`config.mk`:
```
export PLATFORM = sky130hd
export DESIGN_NAME = mem_arbiter
export DESIGN_NICKNAME = d
export VERILOG_FILES = /design/src/rtl/mem_arb_pkg.sv /design/src/rtl/arb_starve_ctr.sv /design/src/rtl/mem_arbiter.sv
export SDC_FILE = /design/constraint.sdc
export NUM_CORES = 1
export LEC_CHECK = 0
export ABC_AREA = 1
export BUFFER_PORTS_ARGS = -buffer_cell sky130_fd_sc_hd__buf_2
export CORE_AREA = 2 2 108 110
export CTS_BUF_LIST = sky130_fd_sc_hd__clkbuf_16
export DETAILED_ROUTE_END_ITERATION = 12
export DIE_AREA = 0 0 110 112
export GPL_TIMING_DRIVEN = 0
export PLACE_DENSITY = 0.44
export SLEW_MARGIN = 5
export SYNTH_ARGS = -nofsm -noshare
export SYNTH_HDL_FRONTEND = slang
export SYNTH_SLANG_ARGS = --single-unit
```
`constraint.sdc`:
```
create_clock -name clk -period 2.55 [get_ports clk]
set_input_delay 0.6375 -clock clk [delete_from_list [all_inputs] [get_ports clk]]
set_output_delay 0.6375 -clock clk [all_outputs]
set_load 0.1 [all_outputs]
```
`src/rtl/mem_arb_pkg.sv`:
```
//------------------------------------------------------------------------------
// mem_arb_pkg
// Shared types and constants for the unified I/D memory arbiter.
//   mem_arb_state_t : arbiter FSM states (IDLE, WAIT_I, WAIT_D)
//   mem_arb_owner_t : owner of a granted transaction (OWN_I, OWN_D)
//   BE_FULL         : byte-enable pattern presented on every read
//   STREAK_W        : width of the starvation streak counter
//   selectOwner     : priority decision between the two requesters
//------------------------------------------------------------------------------
package mem_arb_pkg;

  typedef enum logic [1:0] {
    IDLE   = 2'd0,
    WAIT_I = 2'd1,
    WAIT_D = 2'd2
  } mem_arb_state_t;

  typedef enum logic {
    OWN_I = 1'b0,
    OWN_D = 1'b1
  } mem_arb_owner_t;

  localparam logic [3:0] BE_FULL = 4'hF;

  localparam int unsigned STREAK_W = 4;

  // D wins unless both ports request and the starvation guard is tripped.
  // Only meaningful when at least one request is present.
  function automatic mem_arb_owner_t selectOwner(input logic iReq,
                                                 input logic dReq,
                                                 input logic guardHit);
    mem_arb_owner_t owner;
    owner = OWN_I;
    if (dReq && !(iReq && guardHit)) begin
      owner = OWN_D;
    end
    return owner;
  endfunction

endpackage : mem_arb_pkg

```
`src/rtl/arb_starve_ctr.sv`:
```
//------------------------------------------------------------------------------
// arb_starve_ctr
// Saturating streak counter for the arbiter's starvation guard. Counts D
// grants issued while the fetch port was also waiting; any I grant clears it.
// Only instantiated when MEM_ARB_STARVE_GUARD_EN is defined.
//
// Ports:
//   clk    : clock, rising edge
//   reset  : synchronous active-high reset, clears the streak
//   incEn  : a D grant was issued this cycle while i_req was high
//   clrEn  : an I grant was issued this cycle (wins over incEn)
//   streak : current streak, saturates at LIMIT
//------------------------------------------------------------------------------
module arb_starve_ctr
  import mem_arb_pkg::*;
#(
  parameter int unsigned LIMIT = 4
) (
  input  logic                clk,
  input  logic                reset,
  input  logic                incEn,
  input  logic                clrEn,
  output logic [STREAK_W-1:0] streak
);

  localparam logic [STREAK_W-1:0] LIMIT_VAL = STREAK_W'(LIMIT);

  // Streak register: clear on I grant, count D-over-I grants up to LIMIT.
  always_ff @(posedge clk) begin
    if (reset) begin
      streak <= '0;
    end else if (clrEn) begin
      streak <= '0;
    end else if (incEn && (streak != LIMIT_VAL)) begin
      streak <= streak + STREAK_W'(1);
    end
  end

endmodule : arb_starve_ctr

```
`src/rtl/mem_arbiter.sv`:
```
//------------------------------------------------------------------------------
// mem_arbiter
// Shares a single-port unified memory between the fetch (I) and memory-stage
// (D) ports. One transaction is outstanding at a time; the response is routed
// only to the port that owns it. D has priority over I.
//
// Build option:
//   MEM_ARB_STARVE_GUARD_EN : when defined, after STARVE_LIMIT consecutive D
//                             grants with I waiting, the next contested IDLE
//                             cycle is given to I. Undefined: D always wins.
//
// Parameters:
//   DATA_WIDTH   : address and data width
//   STARVE_LIMIT : D-grant streak that forces an I grant (1..15)
//
// Ports:
//   clk, reset                 : clock, synchronous active-high reset
//   i_req, i_addr              : fetch read request (held until i_gnt)
//   i_gnt, i_rvalid, i_rdata   : fetch accept / response
//   d_req, d_we, d_be,
//   d_addr, d_wdata            : data request (held until d_gnt)
//   d_gnt, d_rvalid, d_rdata   : data accept / response (store ack on rvalid)
//   mem_req, mem_we, mem_be,
//   mem_addr, mem_wdata        : request to the memory macro
//   mem_rvalid, mem_rdata      : one completion pulse per accepted request
//
// Grants and response strobes are combinational: a request seen in IDLE is
// granted in the same cycle and a completion is forwarded in the cycle it
// arrives. All of them are forced low while reset is asserted.
//------------------------------------------------------------------------------
module mem_arbiter
  import mem_arb_pkg::*;
#(
  parameter int unsigned DATA_WIDTH   = 32,
  parameter int unsigned STARVE_LIMIT = 4
) (
  input  logic                  clk,
  input  logic                  reset,
  // fetch port
  input  logic                  i_req,
  input  logic [DATA_WIDTH-1:0] i_addr,
  output logic                  i_gnt,
  output logic                  i_rvalid,
  output logic [DATA_WIDTH-1:0] i_rdata,
  // data port
  input  logic                  d_req,
  input  logic                  d_we,
  input  logic [3:0]            d_be,
  input  logic [DATA_WIDTH-1:0] d_addr,
  input  logic [DATA_WIDTH-1:0] d_wdata,
  output logic                  d_gnt,
  output logic                  d_rvalid,
  output logic [DATA_WIDTH-1:0] d_rdata,
  // memory side
  output logic                  mem_req,
  output logic                  mem_we,
  output logic [3:0]            mem_be,
  output logic [DATA_WIDTH-1:0] mem_addr,
  output logic [DATA_WIDTH-1:0] mem_wdata,
  input  logic                  mem_rvalid,
  input  logic [DATA_WIDTH-1:0] mem_rdata
);

  mem_arb_state_t state;
  mem_arb_state_t nextState;
  mem_arb_owner_t winner;
  logic           guardHit;

  //----------------------------------------------------------------------------
  // Starvation guard
  //----------------------------------------------------------------------------
`ifdef MEM_ARB_STARVE_GUARD_EN
  logic [STREAK_W-1:0] streak;

  arb_starve_ctr #(
    .LIMIT (STARVE_LIMIT)
  ) uStarveCtr (
    .clk    (clk),
    .reset  (reset),
    .incEn  (d_gnt & i_req),
    .clrEn  (i_gnt),
    .streak (streak)
  );

  assign guardHit = (streak == STREAK_W'(STARVE_LIMIT));
`else
  // No counter in this build; the legal range 1..15 makes this constant 0.
  assign guardHit = (STARVE_LIMIT == 0);
`endif

  assign winner = selectOwner(i_req, d_req, guardHit);

  // Read data is a straight pass-through, qualified only by the rvalid strobes.
  assign i_rdata = mem_rdata;
  assign d_rdata = mem_rdata;

  //----------------------------------------------------------------------------
  // State register
  //----------------------------------------------------------------------------
  always_ff @(posedge clk) begin
    if (reset) begin
      state <= IDLE;
    end else begin
      state <= nextState;
    end
  end

  //----------------------------------------------------------------------------
  // Next state, grants, memory request mux and response routing
  //----------------------------------------------------------------------------
  always_comb begin
    nextState = state;
    i_gnt     = 1'b0;
    d_gnt     = 1'b0;
    i_rvalid  = 1'b0;
    d_rvalid  = 1'b0;
    mem_req   = 1'b0;
    mem_we    = 1'b0;
    mem_be    = '0;
    mem_addr  = '0;
    mem_wdata = '0;

    if (!reset) begin
      unique case (state)
        IDLE: begin
          // A stray mem_rvalid here is ignored on purpose.
          if (i_req || d_req) begin
            mem_req = 1'b1;
            if (winner == OWN_D) begin
              d_gnt     = 1'b1;
              mem_we    = d_we;
              mem_be    = d_we ? d_be : BE_FULL;
              mem_addr  = d_addr;
              mem_wdata = d_wdata;
              nextState = WAIT_D;
            end else begin
              i_gnt     = 1'b1;
              mem_be    = BE_FULL;
              mem_addr  = i_addr;
              nextState = WAIT_I;
            end
          end
        end

        // No new grant in a completion cycle; the next one starts from IDLE.
        WAIT_I: begin
          if (mem_rvalid) begin
            i_rvalid  = 1'b1;
            nextState = IDLE;
          end
        end

        WAIT_D: begin
          if (mem_rvalid) begin
            d_rvalid  = 1'b1;
            nextState = IDLE;
          end
        end

        default: nextState = IDLE;
      endcase
    end
  end

endmodule : mem_arbiter

```
==> results of run 1 <==
-- worst max path at each step --
| stage | startpoint | to | slack (ps) |
|---|---|---|---|
| 3_3_place_gp | reset | mem_wdata[19] | -30 |
| 6_report | state[0]$_SDFFE_PP0P_ | mem_addr[18] | 130 |
| 4_1_cts | state[0]$_SDFFE_PP0P_ | mem_wdata[3] | 10 |
| 3_5_place_dp | d_req | mem_addr[7] | -50 |
| 5_1_grt | state[0]$_SDFFE_PP0P_ | mem_wdata[14] | -9 |
| 2_1_floorplan | reset | mem_wdata[11] | -430 |
-- metal layers --
layer | up-vias | GRT usage [%] | part of all wire [%]
li1 | 1216 | - | -
met3 | 2 | 1.05 | 10
met2 | 145 | 19.8 | 57
met1 | 995 | 8.74 | 33
met4 | 0 | 1.52 | 0.41
met5 | - | 0 | 0
-- metrics by stage --
step / setup WS (ps) / TNS [ps] / total power, uW / utilization (%)
after CTS: 9.69 / 0 / 1670 / 27.3
final: 134 / 0 / 1670 / 28.2
after global placement: -33.7 / -209 / 1400 / 26.0
after global routing: -9.27 / -12.0 / 1730 / 28.2
after floorplan: -429 / -9480 / 1190 / -
after detailed placement: -53.8 / -698 / 1410 / 26.0
-- where the power goes --
group	switching (uW)	internal [uW]	total, uW
logic	1110	289	1400
clock network	37.7	200	237
registers	1.44	34.5	35.9
total	1150	523	1670
-- timing repair --
| item | CTS | global route |
|---|---|---|
| setup endpoints to repair | 30 | 35 |
| pin swaps | 0 | 0 |
| resized for setup | 30 | 36 |
-- cells in the final DEF, fill, tap and decap left out --
master / n
clkbuf_16: 3
buf_2: 183
buf_8: 1
inv_1: 39
nor2_1: 30
nor2_4: 1
buf_4: 93
nor2_8: 1
inv_2: 2
ha_1: 3
clkbuf_4: 29
nand2_1: 98
inv_4: 1
buf_6: 10
nor2_2: 16
nand2_2: 12
dfxtp_1: 2
nand2_4: 1
-- worst register-to-register path: stages, from the launching register on --
cell and delay, ps:
dfxtp_1 300, inv_1 100, ha_1 220, nand2_4 100
nor2_4 250, nand2_1 80, nand2_1 70
-- logic make-up after synthesis --
kind of cell | count (synthesis) | share of synthesized area (%)
fa+ha+maj | 3 | 2.55
buf+inv | 115 | 49.9
simple gates | 159 | 44.9
flops | 2 | 2.72
-- area by class of cell --
cell class | count | area (um^2) | area share, %
well taps | 143 | 179 | 5.68
clock buffers | 3 | 75.1 | 2.38
repair buffers | 243 | 1390 | 44.0
multi-input cells | 162 | 736 | 23.4
inverters | 42 | 160 | 5.09
flip-flops and latches | 2 | 40.0 | 1.27
plain buffers | 73 | 574 | 18.2
==> flow_summary_export.csv, run 1 <==
group,metric,value,unit
logic_synthesis,ys_top_cells_by_count,"107 x nand2_1, 67 x buf_4, 39 x inv_1",
die,die-area,0.0123,mm^2
detailed_routing,first_pass_iters,4,
logic_synthesis,ys.flop_type,"dfxtp_1",
clock_tree,cts_max_path_buffers,2,
worst_setup_path,worstPathRequired,1910,ps
logic_synthesis,syn_avg_cell_area,5.28,um^2
timing,slew_headroom,65.7,%
clock_tree,cts_tree,"done",
timing,hold_viol_final,0,
final_layout,stdcell_count,668,
die,rows,39,
timing,skew,1.09,ps
logic_synthesis,syn_nets,420,
logic_synthesis,synth_cells,279,
clock_tree,htreeDepth,1,
timing,slew_viol_final,0,
power_and_ir_drop,powerDensity,532,mW/mm^2
final_layout,stdcell_area,0.00315,mm^2
logic_synthesis,ys_ff_latch,2,
logic_synthesis,seq_area_frac_synth,2.72,%
timing,max_slew.worst_pin.slew,519,ps
detailed_routing,drtIter0Drc,21,
power_and_ir_drop,ir_drop,236,uV
hold_path,min-delay-path-class,"reg -> reg",
final_layout,nNetsFinal,668,
hold_path,hold_start,"state[1]$_SDFFE_PP0P_",
clock_tree,clk_latency,220,ps
worst_setup_path,slowest_delay,300,ps
worst_setup_path,worstSetupPathDepth,8,
worst_setup_path,crit_path_end_kind,"primary output",
clock_tree,hold_buffers,0,
final_layout,nFillCells,1293,
worst_setup_path,worstReg2RegEnd,"state[0]$_SDFFE_PP0P_",
worst_setup_path,worstSetupPathType,"reg -> out",
logic_synthesis,synth_edf_count,0,
logic_synthesis,ys_top_cells_by_area,"buf_4 34%, nand2_1 27%, inv_1 9.9%, nor2_1 9.2%, nor2_2 4.2%",
detailed_routing,routedWlPerCell,9.78,um
clock_tree,path_clk_slew,30,ps
grt,antenna_found_initial,0,
grt,grt_max_degree,11,
final_layout,largest-register,"state",
hold_path,hold_depth,4,
detailed_routing,via_count,2358,
detailed_routing,viasPerCell,3.53,
timing,setup_viol,0,
worst_setup_path,reg2reg_setup_slack,1370,ps
timing,fmax,414,MHz
logic_synthesis,synth_cell_types,15,
final_layout,largest_reg_flops,2,
final_layout,area_growth,114,%
logic_synthesis,ys_warn_count,0,
run_status,outcome,"completed",
logic_synthesis,yosysMostFrequentCell,"nand2_1",
placement,placed_cell_area,0.00291,mm^2
hold_path,holdPathEnd,"state[1]$_SDFFE_PP0P_",
final_layout,reg_top3,"state (2)",
grt,grt_pass1_vias,2176,
final_layout,num_antenna_cells,0,
logic_synthesis,netlist_area,0.00147,mm^2
job,maxCapViolations,0,
clock_tree,cts_inserted_buffers,3,
detailed_routing,antenna_left,0,
worst_setup_path,path_buf_inv,3,
final_layout,drive_above_1_share,67.2,%
clock_tree,cts_sinks,2,
die,die_h,112,um
timing,min_period_over_period,94.8,%
placement,dp_hpwl,5.75,mm
worst_setup_path,path_cells,"inv_1 > ha_1 > nand2_4 > nor2_4 > buf_8 > nand2_1 > nand2_2 > buf_4",
grt,grt_usage,9.11,%
detailed_routing,drc,0,
worst_setup_path,arrival,1780,ps
clock_tree,cts_setup_buffers,0,
worst_setup_path,r2r_cells,6,
die,ios,276,
logic_synthesis,synth_top_cell_by_area,"buf_4",
grt,overflow,0,
grt,grt_pass1_wl,9.20,mm
die,die_w,110,um
worst_setup_path,crit_slowest_cell,"dfxtp_1",
detailed_routing,routed_wl,6.54,mm
clock_tree,cts_root_buf,"clkbuf_16",
logic_synthesis,async_reset_ff_share,0,%
die,coreArea,0.0112,mm^2
timing,period_needed,2420,ps
placement,place.gp.congestion,0.718,
placement,dpl.cell_count,665,
worst_setup_path,r2r-start,"state[0]$_SDFFE_PP0P_",
worst_setup_path,critPathMaxFanout,10,
worst_setup_path,critical-path-top-delay-family,"buffers and inverters",
timing,whs,579,ps
power_and_ir_drop,p_leak,0.00211,uW
worst_setup_path,setup.worst_path.start_class,"register",
logic_synthesis,yosysTopAreaCellShare,34.2,%
die,initial_core_util,13.2,%
placement,io_buffer_count,243,
Note: power is estimated with default switching activity, not from simulation.
==> run 2, diff against run 1 <==
ABC_AREA = 0   (was 1)
CORE_AREA = 2 2 106 108   (was 2 2 108 110)
DIE_AREA = 0 0 108 110   (was 0 0 110 112)
PLACE_DENSITY = 0.43   (was 0.44)
==> flow_summary_export.csv, run 2 <==
group,metric,value,unit
run_status,outcome,"completed",
clock_tree,htreeDepth,1,
placement,placed_cell_area,0.00285,mm^2
timing,rsz0062_at_grt,"no",
timing,min_period_over_period,97.0,%
worst_setup_path,crit_path_end_kind,"primary output",
detailed_routing,via_count,2051,
grt,grt_usage,9.06,%
die,coreArea,0.0107,mm^2
worst_setup_path,setup.worst_path.start_class,"input port",
grt,grt_pass1_wl,8.63,mm
logic_synthesis,syn_nets,307,
worst_setup_path,startpoint,"reset",
hold_path,min-delay-path-class,"reg -> reg",
detailed_routing,first_pass_iters,4,
die,die_h,110,um
worst_setup_path,arrival,1840,ps
logic_synthesis,synth_cells,166,
logic_synthesis,synth_edf_count,0,
timing,period_needed,2470,ps
logic_synthesis,synth_top_family_by_area,"buffers and inverters",
detailed_routing,drtIter0Drc,37,
logic_synthesis,ys.flop_type,"dfxtp_1",
logic_synthesis,synth-compound-area-share,26.6,%
worst_setup_path,r2r-start,"state[0]$_SDFFE_PP0P_",
timing,layout_setup_ws,75.3,ps
logic_synthesis,synth_xor_xnor_area_share,0,%
job,maxCapViolations,0,
final_layout,largest_reg_flops,2,
power_and_ir_drop,power.total,1830,uW
clock_tree,cts_inserted_buffers,3,
final_layout,nNetsFinal,555,
final_layout,mostFrequentLayoutCell,"buf_2",
worst_setup_path,critPathMaxFanout,10,
logic_synthesis,ys_warn_count,0,
clock_tree,cts_max_path_buffers,2,
power_and_ir_drop,ir_drop,318,uV
die,die-area,0.0119,mm^2
placement,dp_hpwl,5.50,mm
detailed_routing,routedWlPerCell,11.8,um
timing,hold_viol_final,0,
worst_setup_path,reg2reg_setup_slack,1420,ps
logic_synthesis,ys_top_cells_by_area,"buf_4 40%, a22o_1 22%, and2_1 16%, dfxtp_1 3.2%, ha_1 3.0%",
worst_setup_path,r2r_cells,5,
logic_synthesis,netlist_area,0.00126,mm^2
logic_synthesis,synth-simple-area-share,22.3,%
detailed_routing,viasPerCell,3.72,
grt,antenna_found_initial,0,
timing,setup_tns,0,ps
placement,io_buffer_count,243,
logic_synthesis,synth.area.mux_share,0,%
final_layout,stdcell_area,0.00352,mm^2
placement,pre_cts_ws,-307,ps
placement,place.gp.congestion,0.683,
logic_synthesis,synth_cell_types,21,
grt,grt_max_degree,11,
power_and_ir_drop,p_leak,0.00196,uW
timing,fmax,404,MHz
logic_synthesis,yosysTopAreaCellShare,39.9,%
final_layout,reg_top3,"state (2)",
die,initial_core_util,11.8,%
final_layout,largest-register,"state",
logic_synthesis,synth_adder_area_share,2.98,%
detailed_routing,antenna_left,0,
clock_tree,cts_root_buf,"clkbuf_16",
logic_synthesis,ys_ff_latch,2,
logic_synthesis,seq_area_frac_synth,3.17,%
placement,dpl.cell_count,549,
power_and_ir_drop,powerDensity,521,mW/mm^2
grt,grt_pass1_vias,1866,
die,ios,276,
timing,max_slew.worst_pin.slew,498,ps
timing,setup_viol,0,
clock_tree,cts_tree,"done",
worst_setup_path,worstPathRequired,1910,ps
worst_setup_path,endpoint,"mem_addr[16]",
clock_tree,path_clk_slew,30,ps
logic_synthesis,synth_top_cell_by_area,"buf_4",
die,rows,38,
final_layout,num_antenna_cells,0,
worst_setup_path,worstSetupPathType,"in -> out",
logic_synthesis,ys_top_cells_by_count,"67 x buf_4, 33 x and2_1, 32 x a22o_1",
timing,slew_viol_final,0,
detailed_routing,drc,0,
clock_tree,cts_sinks,2,
grt,overflow,0,
clock_tree,cts_setup_buffers,0,
final_layout,drive_above_1_share,94.7,%
final_layout,area_growth,179,%
worst_setup_path,worstReg2RegEnd,"state[0]$_SDFFE_PP0P_",
final_layout,stdcell_count,552,
logic_synthesis,async_reset_ff_share,0,%
logic_synthesis,yosysMostFrequentCell,"buf_4",
final_layout,final_cell_mix,"177 x buf_2, 76 x buf_4, 32 x buf_8",
detailed_routing,routed_wl,6.49,mm
logic_synthesis,syn_avg_cell_area,7.60,um^2
clock_tree,clk_latency,220,ps
timing,skew,0.186,ps
die,die_w,108,um
timing,slew_headroom,67.0,%
[run 2: cell types whose count changed after synthesis, moves of 10 or more]
cell / delta
nand2_1: -106
inv_1: -37
nor2_1: -35
nor2_2: -10
a22o_1: +32
and2_1: +33
[run 2: kinds of logic (layout without fill, tap and decap cells)]
group | count (synthesis) | in the layout
compound gates | 40 | 40
fa+ha+maj | 3 | 3
buf+inv | 77 | 323
flops | 2 | 2
simple gates | 44 | 44
[run 2: stage by stage]
step                      hold WS (ps)  util [%]
after global placement             535      26.7
after CTS                          549      31.2
after detailed placement           547      26.7
final                              524      32.9
after global routing               576      32.9
after floorplan                    504         -
[run 2: worst max-delay path: stages]
cell and delay [ps]:
buf_2 170, and3b_2 270, buf_8 160, buf_6 140
a22o_2 280, buf_12 170
[run 2: worst min-delay path by stage]
| stage | from | end | slack, ps | depth (start not counted) |
|---|---|---|---|---|
| global placement | state[0]$_SDFFE_PP0P_ | state[0]$_SDFFE_PP0P_ | 530 | 2 |
| CTS | state[0]$_SDFFE_PP0P_ | state[0]$_SDFFE_PP0P_ | 550 | 2 |
| finish | state[0]$_SDFFE_PP0P_ | state[0]$_SDFFE_PP0P_ | 520 | 2 |
| global route | state[0]$_SDFFE_PP0P_ | state[0]$_SDFFE_PP0P_ | 580 | 2 |
| detailed placement | state[0]$_SDFFE_PP0P_ | state[0]$_SDFFE_PP0P_ | 550 | 2 |
| floorplan | state[0]$_SDFFE_PP0P_ | state[0]$_SDFFE_PP0P_ | 500 | 2 |
[run 2: final cells by class]
type / count / area (um^2)
tap: 140 / 175
clock buffer: 3 / 75.1
fill: 1101 / 7180
sequential: 2 / 41.3
multi-input combinational: 87 / 875
inverter: 2 / 7.51
buffer: 75 / 587
timing repair buffer: 243 / 1760
[run 2: power breakdown]
group	internal, uW	switching [uW]
clock network	199	32.3
registers	35.3	2.59
logic	424	1140
total	659	1170
[run 2: routing by layer]
layer / track usage (%) / routed length [um] / up-vias
met5: 0 / 0 / -
li1: - / - / 996
met3: 1.41 / 773 / 0
met4: 0.824 / 0 / 0
met1: 10.3 / 2300 / 901
met2: 18.2 / 3420 / 154
[run 2: timing repair]
| action | 4_1_cts | 5_1_grt |
|---|---|---|
| hold buffers | 0 | 0 |
| setup endpoints to repair | 66 | 58 |
| resized for setup | 133 | 48 |
| cloned | 0 | 0 |
==> run 3, diff against run 2 <==
CORE_AREA = 2 2 107 109   (was 2 2 106 108)
DIE_AREA = 0 0 109 111   (was 0 0 108 110)
PLACE_DENSITY = 0.42   (was 0.43)
clock period = 2.6 ns   (was 2.55 ns; I/O delays follow)
==> flow_summary_export.csv, run 3 (synthesis gave the netlist of run 2 again) <==
group,metric,value,unit
worst_setup_path,reg2reg_setup_slack,1430,ps
grt,antenna_found_initial,0,
clock_tree,path_clk_slew,30,ps
clock_tree,cts_tree,"done",
worst_setup_path,critPathMaxFanout,10,
timing,skew,3.61,ps
die,die_w,109,um
placement,io_buffer_count,243,
timing,max_slew.worst_pin.slew,496,ps
detailed_routing,routedWlPerCell,11.8,um
worst_setup_path,r2r-start,"state[0]$_SDFFE_PP0P_",
worst_setup_path,worstPathRequired,1950,ps
die,ios,276,
power_and_ir_drop,ir_drop,342,uV
worst_setup_path,worstSetupPathType,"in -> out",
final_layout,drive_above_1_share,89.1,%
final_layout,nNetsFinal,556,
detailed_routing,drc,0,
clock_tree,cts_inserted_buffers,3,
grt,grt_pass1_wl,8.57,mm
grt,overflow,0,
timing,hold_viol_final,0,
run_status,outcome,"completed",
timing,min_period_over_period,96.7,%
worst_setup_path,path_cells,"buf_2 > nor4bb_4 > buf_4 > buf_4 > a22o_2 > buf_8",
grt,grt_pass1_vias,1902,
worst_setup_path,crit_path_end_kind,"primary output",
final_layout,reg_top3,"state (2)",
timing,fmax,398,MHz
timing,slew_viol_final,0,
hold_path,hold_depth,2,
clock_tree,clk_latency,220,ps
timing,period_needed,2510,ps
final_layout,nFillCells,1161,
worst_setup_path,worstReg2RegEnd,"state[0]$_SDFFE_PP0P_",
clock_tree,htreeDepth,1,
hold_path,hold_start,"state[0]$_SDFFE_PP0P_",
grt,grt_usage,8.87,%
clock_tree,cts_sinks,2,
final_layout,stdcell_area,0.00336,mm^2
final_layout,largest_reg_flops,2,
placement,place.gp.congestion,0.676,
power_and_ir_drop,powerDensity,528,mW/mm^2
detailed_routing,viasPerCell,3.71,
detailed_routing,antenna_left,0,
die,die_h,111,um
final_layout,mostFrequentLayoutCell,"buf_2",
worst_setup_path,slowest_delay,280,ps
die,coreArea,0.0111,mm^2
hold_path,holdPathEnd,"state[0]$_SDFFE_PP0P_",
worst_setup_path,crit_slowest_cell,"nor4bb_4",
detailed_routing,routed_wl,6.59,mm
final_layout,final_cell_mix,"178 x buf_2, 72 x buf_4, 32 x buf_8, 29 x a22o_2, 24 x and2_1",
detailed_routing,first_pass_iters,4,
detailed_routing,drtIter0Drc,35,
hold_path,min-delay-path-class,"reg -> reg",
placement,dp_hpwl,5.52,mm
timing,slew_headroom,67.2,%
die,rows,39,
die,die-area,0.0121,mm^2
worst_setup_path,r2r_cells,5,
worst_setup_path,arrival,1860,ps
power_and_ir_drop,p_leak,0.00189,uW
final_layout,num_antenna_cells,0,
grt,grt_max_degree,11,
job,maxCapViolations,0,
timing,rsz0062_at_grt,"yes",
worst_setup_path,setup.worst_path.start_class,"input port",
timing,setup_viol,0,
clock_tree,cts_max_path_buffers,2,
placement,placed_cell_area,0.00277,mm^2
final_layout,final_util,30.4,%
final_layout,largest-register,"state",
clock_tree,cts_root_buf,"clkbuf_16",
die,initial_core_util,11.4,%
worst_setup_path,cpMostUsedCell,"buf_4",
final_layout,area_growth,167,%
detailed_routing,via_count,2061,
==> run 3: cell count changes in the layout (fill, tap and decap cells not counted), moves of 4 or more <==
cell,before,now
buf_4,76,72
a22o_2,20,29
a22o_4,9,0
and2_1,4,24
and2_2,20,0
clkbuf_4,5,14
buf_12,7,2
==> run 3: critical path, delay by kind of cell <==
kind                   cells  cell delay [ps]
buffers and inverters      4              760
and+or+nand+nor            1              280
AOI/OAI and AO/OA          1              180
==> run 3: metal layers <==
layer | routed length, um | vias up | GRT usage, %
met4 | 21 | 0 | 1.11
met1 | 2300 | 903 | 9.93
met3 | 722 | 2 | 1.23
met2 | 3540 | 154 | 17.6
li1 | - | 1002 | -
met5 | 0 | - | 0
==> run 3: per-stage QoR <==
stage	power (uW)	setup WS, ps	hold slack [ps]	instances	setup TNS [ps]
final	1780	86.6	543	556	0
after global routing	1830	-9.95	593	556	-45.6
after CTS	1710	0.855	544	555	0
after detailed placement	1420	-327	542	552	-7970
after global placement	1420	-312	542	552	-7690
after floorplan	1200	-153	504	166	-611
==> run 3: where the power goes <==
| group | switching, uW | leakage [uW] | internal, uW |
|---|---|---|---|
| Combinational | 1110 | 0.00184 | 393 |
| Clock | 38.5 | 0.0000370 | 196 |
| Sequential | 2.04 | 0.0000165 | 34.3 |
==> run 3: area by class of cell <==
| type | count | area (um^2) | area share, % |
|---|---|---|---|
| Sequential cell | 2 | 40.0 | 1.19 |
| Buffer | 75 | 571 | 17.0 |
| Clock buffer | 3 | 75.1 | 2.23 |
| Timing Repair Buffer | 244 | 1710 | 50.9 |
| Tap cell | 143 | 179 | 5.32 |
| Inverter | 2 | 7.51 | 0.223 |
| Multi-Input combinational cell | 87 | 779 | 23.2 |
==> run 3: how the worst max path moves through the flow <==
stage	from	endpoint	depth (start not counted)
6_report	reset	mem_addr[10]	6
5_1_grt	state[1]$_SDFFE_PP0P_	mem_wdata[14]	7
4_1_cts	state[1]$_SDFFE_PP0P_	mem_wdata[14]	7
3_5_place_dp	reset	mem_addr[6]	5
3_3_place_gp	reset	mem_addr[6]	5
2_1_floorplan	i_req	mem_be[0]	3
==> run 3: timing repair <==
item | in CTS | in global routing
setup buffers | 0 | 1
resized for setup | 83 | 77
setup endpoints to repair | 54 | 66
hold buffers | 0 | 0
